<file path="src/rtl/fir_requant_buffer_if.sv">
// Valid/ready stream with a side-band lost flag, used for both the FIR-facing and the
// downstream-facing ports of the requantiser.
interface fir_requant_buffer_if #(
  parameter int unsigned Width = 16
);
  logic [Width-1:0] tdata;
  logic             tvalid;
  logic             tlost;
  logic             tready;

  modport master (output tdata, tvalid, tlost, input tready);
  modport slave  (input tdata, tvalid, tlost, output tready);
endinterface

</file>
<file path="src/rtl/fir_requant_buffer.sv">
// Round/shift/saturate of the FIR sum, runtime decimation, and an FWFT buffer whose tready
// credit leaves headroom for beats still in flight inside the FIR.
module fir_requant_buffer #(
  parameter int unsigned IN_WIDTH     = 48,
  parameter int unsigned OUT_WIDTH    = 16,
  parameter int unsigned FIFO_DEPTH   = 64,
  parameter int unsigned AFULL_MARGIN = 32
) (
  input  logic                   clk_i,
  input  logic                   rst_i,
  input  logic                   cfg_load_i,
  input  logic [5:0]             shift_i,
  input  logic [7:0]             decim_factor_i,
  fir_requant_buffer_if.slave    s_axis,
  fir_requant_buffer_if.master   m_axis,
  output logic [15:0]            sat_cnt_o,
  output logic                   overflow_o
);

  localparam int unsigned PtrW = $clog2(FIFO_DEPTH);
  localparam int unsigned CntW = PtrW + 1;
  localparam logic [IN_WIDTH:0] RoundOne = {{IN_WIDTH{1'b0}}, 1'b1};

  // Configuration
  logic [5:0] shift_q;
  logic [7:0] decim_q;

  // Stage 1: rounded sum, with the shift it was rounded for
  logic                s1_valid_q;
  logic [IN_WIDTH:0]   s1_sum_q;
  logic                s1_lost_q;
  logic [5:0]          s1_shift_q;
  logic [IN_WIDTH:0]   round_add;

  // Stage 2: decimated, saturated sample
  logic [IN_WIDTH:0]   shifted;
  logic                sat;
  logic [OUT_WIDTH-1:0] q;
  logic                keep;
  logic [7:0]          phase_q;
  logic                lost_acc_q;
  logic [15:0]         sat_cnt_q;
  logic                s2_valid_q;
  logic [OUT_WIDTH:0]  s2_data_q;

  // Buffer: memory plus a registered head; occupancy counts both
  logic [OUT_WIDTH:0]  mem [FIFO_DEPTH];
  logic [PtrW-1:0]     wr_ptr_q, rd_ptr_q;
  logic [CntW-1:0]     mem_cnt_q, mem_cnt_d, occ;
  logic                out_valid_q;
  logic [OUT_WIDTH:0]  out_data_q;
  logic                tready_q;
  logic                overflow_q;
  logic                pop, full, wr_ok, slot_free, load_mem, bypass, push;

  always_comb begin
    round_add = '0;
    if (shift_q != 6'd0) round_add = RoundOne << (shift_q - 6'd1);
  end

  always_comb begin
    shifted = s1_sum_q >> s1_shift_q;
    sat     = |shifted[IN_WIDTH:OUT_WIDTH];
    q       = sat ? {OUT_WIDTH{1'b1}} : shifted[OUT_WIDTH-1:0];
    keep    = s1_valid_q && (phase_q == decim_q - 8'd1);
  end

  always_ff @(posedge clk_i or posedge rst_i) begin
    if (rst_i) begin
      shift_q    <= '0;
      decim_q    <= 8'd1;
      s1_valid_q <= 1'b0;
      s1_sum_q   <= '0;
      s1_lost_q  <= 1'b0;
      s1_shift_q <= '0;
    end else begin
      if (cfg_load_i) begin
        shift_q <= shift_i;
        decim_q <= (decim_factor_i == 8'd0) ? 8'd1 : decim_factor_i;
      end
      s1_valid_q <= s_axis.tvalid;
      s1_sum_q   <= {1'b0, s_axis.tdata} + round_add;
      s1_lost_q  <= s_axis.tlost;
      s1_shift_q <= shift_q;
    end
  end

  // A load restarts the decimation window even if a beat is leaving stage 1 this cycle
  always_ff @(posedge clk_i or posedge rst_i) begin
    if (rst_i) begin
      phase_q    <= '0;
      lost_acc_q <= 1'b0;
      sat_cnt_q  <= '0;
      s2_valid_q <= 1'b0;
      s2_data_q  <= '0;
    end else begin
      s2_valid_q <= keep;
      s2_data_q  <= {lost_acc_q | s1_lost_q, q};
      if (cfg_load_i) begin
        phase_q    <= '0;
        lost_acc_q <= 1'b0;
        sat_cnt_q  <= '0;
      end else if (s1_valid_q) begin
        if (keep) begin
          phase_q    <= '0;
          lost_acc_q <= 1'b0;
          if (sat && sat_cnt_q != 16'hFFFF) sat_cnt_q <= sat_cnt_q + 16'd1;
        end else begin
          phase_q    <= phase_q + 8'd1;
          lost_acc_q <= lost_acc_q | s1_lost_q;
        end
      end
    end
  end

  always_comb begin
    pop       = out_valid_q & m_axis.tready;
    occ       = mem_cnt_q + {{(CntW-1){1'b0}}, out_valid_q};
    full      = (occ == CntW'(FIFO_DEPTH));
    wr_ok     = s2_valid_q & (~full | pop);
    slot_free = ~out_valid_q | pop;
    load_mem  = slot_free & (mem_cnt_q != '0);
    // Empty buffer: a new sample goes straight into the output register
    bypass    = slot_free & (mem_cnt_q == '0) & wr_ok;
    push      = wr_ok & ~bypass;
    mem_cnt_d = mem_cnt_q + CntW'(push) - CntW'(load_mem);
  end

  always_ff @(posedge clk_i) begin
    if (push) mem[wr_ptr_q] <= s2_data_q;
  end

  always_ff @(posedge clk_i or posedge rst_i) begin
    if (rst_i) begin
      wr_ptr_q    <= '0;
      rd_ptr_q    <= '0;
      mem_cnt_q   <= '0;
      out_valid_q <= 1'b0;
      out_data_q  <= '0;
      tready_q    <= 1'b0;
      overflow_q  <= 1'b0;
    end else begin
      mem_cnt_q <= mem_cnt_d;
      tready_q  <= (occ < CntW'(FIFO_DEPTH - AFULL_MARGIN));
      if (push) wr_ptr_q <= wr_ptr_q + PtrW'(1);
      if (load_mem) begin
        rd_ptr_q   <= rd_ptr_q + PtrW'(1);
        out_data_q <= mem[rd_ptr_q];
      end else if (bypass) begin
        out_data_q <= s2_data_q;
      end
      if (slot_free) out_valid_q <= load_mem | bypass;
      if (s2_valid_q && full && !pop) overflow_q <= 1'b1;
    end
  end

  assign m_axis.tvalid = out_valid_q;
  assign m_axis.tdata  = out_data_q[OUT_WIDTH-1:0];
  assign m_axis.tlost  = out_data_q[OUT_WIDTH];
  assign s_axis.tready = tready_q;
  assign sat_cnt_o     = sat_cnt_q;
  assign overflow_o    = overflow_q;

endmodule

</file>
<file path="src/flat_wrapper.sv">
// flat-port wrapper written by rule: the top's interface ports become plain ports
module fir_requant_buffer_flat 
#(
  parameter int unsigned IN_WIDTH     = 48,
  parameter int unsigned OUT_WIDTH    = 16,
  parameter int unsigned FIFO_DEPTH   = 64,
  parameter int unsigned AFULL_MARGIN = 32
)
  (clk_i, rst_i, cfg_load_i, shift_i, decim_factor_i, sat_cnt_o, overflow_o, s_axis_tdata, s_axis_tvalid, s_axis_tlost, s_axis_tready, m_axis_tdata, m_axis_tvalid, m_axis_tlost, m_axis_tready);
  fir_requant_buffer_if #(.Width(48)) s_axis_i ();
  fir_requant_buffer_if #(.Width(16)) m_axis_i ();
  input  logic clk_i;
  input  logic rst_i;
  input  logic cfg_load_i;
  input  logic [5:0] shift_i;
  input  logic [7:0] decim_factor_i;
  output logic [15:0] sat_cnt_o;
  output logic overflow_o;
  input wire logic [$bits(s_axis_i.tdata)-1:0] s_axis_tdata;
  input wire logic [$bits(s_axis_i.tvalid)-1:0] s_axis_tvalid;
  input wire logic [$bits(s_axis_i.tlost)-1:0] s_axis_tlost;
  output wire logic [$bits(s_axis_i.tready)-1:0] s_axis_tready;
  output wire logic [$bits(m_axis_i.tdata)-1:0] m_axis_tdata;
  output wire logic [$bits(m_axis_i.tvalid)-1:0] m_axis_tvalid;
  output wire logic [$bits(m_axis_i.tlost)-1:0] m_axis_tlost;
  input wire logic [$bits(m_axis_i.tready)-1:0] m_axis_tready;
  assign s_axis_i.tdata = s_axis_tdata;
  assign s_axis_i.tvalid = s_axis_tvalid;
  assign s_axis_i.tlost = s_axis_tlost;
  assign s_axis_tready = s_axis_i.tready;
  assign m_axis_tdata = m_axis_i.tdata;
  assign m_axis_tvalid = m_axis_i.tvalid;
  assign m_axis_tlost = m_axis_i.tlost;
  assign m_axis_i.tready = m_axis_tready;
  fir_requant_buffer #(.IN_WIDTH(IN_WIDTH), .OUT_WIDTH(OUT_WIDTH), .FIFO_DEPTH(FIFO_DEPTH), .AFULL_MARGIN(AFULL_MARGIN)) u_core (.clk_i(clk_i), .rst_i(rst_i), .cfg_load_i(cfg_load_i), .shift_i(shift_i), .decim_factor_i(decim_factor_i), .s_axis(s_axis_i), .m_axis(m_axis_i), .sat_cnt_o(sat_cnt_o), .overflow_o(overflow_o));
endmodule
</file>
<file path="config.mk">
export PLATFORM = sky130hd
export DESIGN_NAME = fir_requant_buffer_flat
export DESIGN_NICKNAME = d
export VERILOG_FILES = /design/src/rtl/fir_requant_buffer_if.sv /design/src/rtl/fir_requant_buffer.sv /design/src/flat_wrapper.sv
export SDC_FILE = /design/constraint.sdc
export NUM_CORES = 2
export LEC_CHECK = 0
export ABC_AREA = 1
export CAP_MARGIN = 20
export CELL_PAD_IN_SITES_DETAIL_PLACEMENT = 0
export CELL_PAD_IN_SITES_GLOBAL_PLACEMENT = 1
export CORE_MARGIN = 10
export CORE_UTILIZATION = 55
export CTS_CLUSTER_SIZE = 30
export DETAILED_ROUTE_END_ITERATION = 6
export GPL_TIMING_DRIVEN = 0
export PLACE_DENSITY_LB_ADDON = 0.1
export SLEW_MARGIN = 40
export SYNTH_ARGS = -nofsm -noshare
export SYNTH_HDL_FRONTEND = slang
export SYNTH_SLANG_ARGS = --single-unit
</file>
<file path="constraint.sdc">
create_clock -name clk_i -period 13.8 [get_ports clk_i]
set_input_delay 2.07 -clock clk_i [delete_from_list [all_inputs] [get_ports clk_i]]
set_output_delay 2.07 -clock clk_i [all_outputs]
set_load 0.1 [all_outputs]
</file>
==> key figures <==
Cells and area
  • Layout fillers: about 7800
  • Nets: roughly 5400
  • Synth-to-Final Area Change: 16.67%
  • Share of cells above drive strength 1: between 9 and 10%

Global route
  • First-pass GRT wire length: around 290 mm
  • GRT met2 Usage: between 50% and 60%
  • Largest net degree at the start of global routing: 77
  • Total track usage: a little over a third
  • Initial antenna violation count: 9
  • Global route overflow: 0
  • Vias in the first global route: slightly above 40000
  • Grt peak-use layer: met2
  • GR Util met3: 8.934%
  • Global-route track usage on met1: between 40% and 50%

Synth
  • Area share of the largest cell type after synthesis: 59.83%
  • Seq cells post-synth: between 1000 and 1500
  • Ys Warns: 0
  • Syn nets: just over 5000
  • Area leader, netlist: edfxtp_1
  • Top-count cell post-synth: edfxtp_1
  • Cell area after synthesis: roughly 55000 um2
  • Area contributors post-synth: edfxtp_1 (60%), dfrtp_1 (7.0%), o21ai_0 (6.0%), nor2_1 (5.9%), nand2_1 (3.7%)
  • Synthesized area per cell: around 11 um2
  • Sequential share of the synthesized area: 66.84%
  • Synth Instances: about 4900
  • Post-synth top cells: edfxtp_1 (1088), nor2_1 (864), o21ai_0 (656)
  • Predominant post-synthesis flop cell: edfxtp_1
  • Post-synth EDFFs: approximately 1100
  • Yosys cell types: 49
  • Async SR Flop Fraction: approximately an eighth

Critical path
  • Startpoint types: primary input
  • CP endpoint kind: register
  • Crit path arrival time: approximately 5.8 ns
  • Worst-path fanout max: 10
  • Cells along the critical path: clkdlybuf4s50_1 > nand2_1 > nand2_1 > nor4_1 > nand3_1 > nand2_1 > nor2_1 > buf_1 > nand4_1 > buf_6 > nor2_4 > buf_8
  • Type of the worst setup path: in2reg
  • Crit path largest cell delay: ~0.67 ns
  • Data required, critical path: approximately 14 ns
  • Slowest stage cell, crit path: nand4_1
  • CP dominant cell by count: nand2_1

Route
  • Drt via density: between 6 and 7
  • Routed Antenna Nets: 0
  • # DRC: 2
  • Drt first pass iters: 7
  • Initial DRC Count: 6689
  • Routed WL: around 200 mm
  • Via count: 43130
  • Post-DR wirelength/cell: approximately 30 um

Die
  • Die area: ~110000 um2
  • Die height: ~340 um
  • Die X: 335.1 um
  • Cell Rows: approximately 120
  • Ports: roughly 100
  • Core area: 98420 um2
  • Initial Utilization: 55.49%

Flow run
  • MaxCap Viol Count: 0

Placed design
  • # port buffers: 102
  • Dpl hpwl: ~150 mm
  • Gpl congestion: 0.9481
  • Worst slack, placed: 7.886 ns

Clock network
  • H-tree levels: 3
  • Number of hold buffers added after cts: 0
  • Number of buffers created by CTS: approximately 120
  • Clock slew at reported path FFs: about 0.060 ns
  • Setup Fix Bufs, Post-CTS: 0
  • Deepest clock path buffer count: 3
  • CTS tree: built
  • Clk sinks: about 1200
  • Clock insertion delay at the later pin of the skew report: between 0.7 and 0.8 ns
  • Resize count post-CTS: 0
  • Clk Tree Root Cell: clkbuf_16

STA
  • Worst-Margin Slew: 0.9424 ns
  • Setup_tns: 0 ns
  • Hold Vio Cnt, Final: 0
  • RSZ-0062 raised after global routing: no
  • Max Slew Vio Count: 0
  • Final WS setup: 8.463 ns
  • Achievable Freq: roughly 0.19 GHz
  • Final setup vio count: 0
  • Worst Skew: ~0.052 ns
  • Post-layout min period: 5.337 ns
  • Rel. slew slack: between 30% and 40%
  • Final Cycle Share: about two fifths

Power and ir drop
  • Leakage: around 0.022 uW
  • Power density cells: 195.4 nW/um2
  • Worst ir drop on vdd: 0.1212 mV

Run status
  • Failing checks: design-rule violations
  • Status: finished with violations

Hold path
  • Hold WC Path Type: reg2reg
-- final timing paths --
check	to	slack (ns)	cells after the start	from
max	u_core.mem[22][5]	8.46	12	m_axis_tready
max reg2reg	u_core.s1_sum_q[44]	8.86	23	u_core.shift_q[0]
min	u_core.s2_data_q[16]	0.46	1	u_core.lost_acc_q
min in group asynchronous	u_core.sat_cnt_o[5]	1.63	2	rst_i
max in group asynchronous	u_core.m_axis.tvalid	11.09	4	rst_i
min reg2reg	u_core.s2_data_q[16]	0.46	1	u_core.lost_acc_q
-- registers in the layout, indices dropped and copies added (netlist names), 6 cells and up --
signal             flops
u_core.out_data_q     17
u_core.mem          1088
u_core.phase_q         8
u_core.shift_q         6
u_core.s1_sum_q       49
u_core.mem_cnt_q       7
u_core.rd_ptr_q        6
u_core.s1_shift_q      6
u_core.wr_ptr_q        6
u_core.sat_cnt_o      16
u_core.decim_q         8
u_core.s2_data_q      17
-- per-stage QoR --
step                      instances  util (%)  power [uW]  hold WS (ns)  area (um2)
final                          6667     64.74       12450        0.4645       63710
after global routing           6664     64.73       12740        0.4952       63710
after CTS                      6662     64.69       12210        0.4670       63660
after detailed placement       6435     60.48        8809        0.4506       59520
after global placement         6330     58.16        8738        0.4492       57240
after floorplan                4941         -        6798        0.3519       54610
-- layout make-up --
type / instances / area, um2 / area share, %
flip-flops and latches: 1241 / 36570 / 57.39
plain buffers: 300 / 1216 / 1.909
clock buffers: 155 / 3246 / 5.094
inverters: 176 / 668.1 / 1.049
diodes: 3 / 7.507 / 0.01178
multi-input cells: 3224 / 16740 / 26.28
clock inverters: 72 / 898.4 / 1.410
well taps: 1287 / 1610 / 2.527
repair buffers: 209 / 2758 / 4.328
-- power by group --
part	internal (uW)	switching (uW)	total, uW
clock	1990	1470	3460
combinational	1050	3530	4580
sequential	4260	153	4410
-- per-layer routing --
metal  wire length, um  up-vias
met2             90380     3113
met5                51        -
li1                  -    18580
met1             71450    20820
met3             26290      605
met4             15670        8
-- worst max-delay path: cells and delay by family --
family,cells,cell delay (ns)
buffers and inverters,4,1.63
AND/OR/NAND/NOR,8,2.04
-- placed cells by master, fill, tap and decap left out, drive strengths merged, types with 3 or more instances in the layout --
cell type      count
nand4             92
nand2            541
mux2i              5
o21a              11
o21ai            663
clkinv            47
diode              3
nor3              29
o22ai            162
bufinv            17
edfxtp          1088
a21oi            133
a21boi             3
dfrtp            152
nor2             865
o221ai            48
ha                68
clkbuf           392
buf              206
nand3            339
inv              178
o31ai              5
xor2              68
nor4               7
xnor2             25
a21o               3
o211ai           109
clkdlybuf4s50     66
a211oi             3
or2                8
clkinvlp           6
a31oi             23
-- kinds of logic after synthesis --
kind of cell | Yosys count | synth area share [%]
simple gates | 1886 | 14.36
flops | 1241 | 66.84
compound gates | 1170 | 12.17
buf+inv | 476 | 3.409
xor+xnor | 93 | 1.492
fa+ha+maj | 70 | 1.631
mux | 5 | 0.09165
Power figures use the tool's default switching activity.
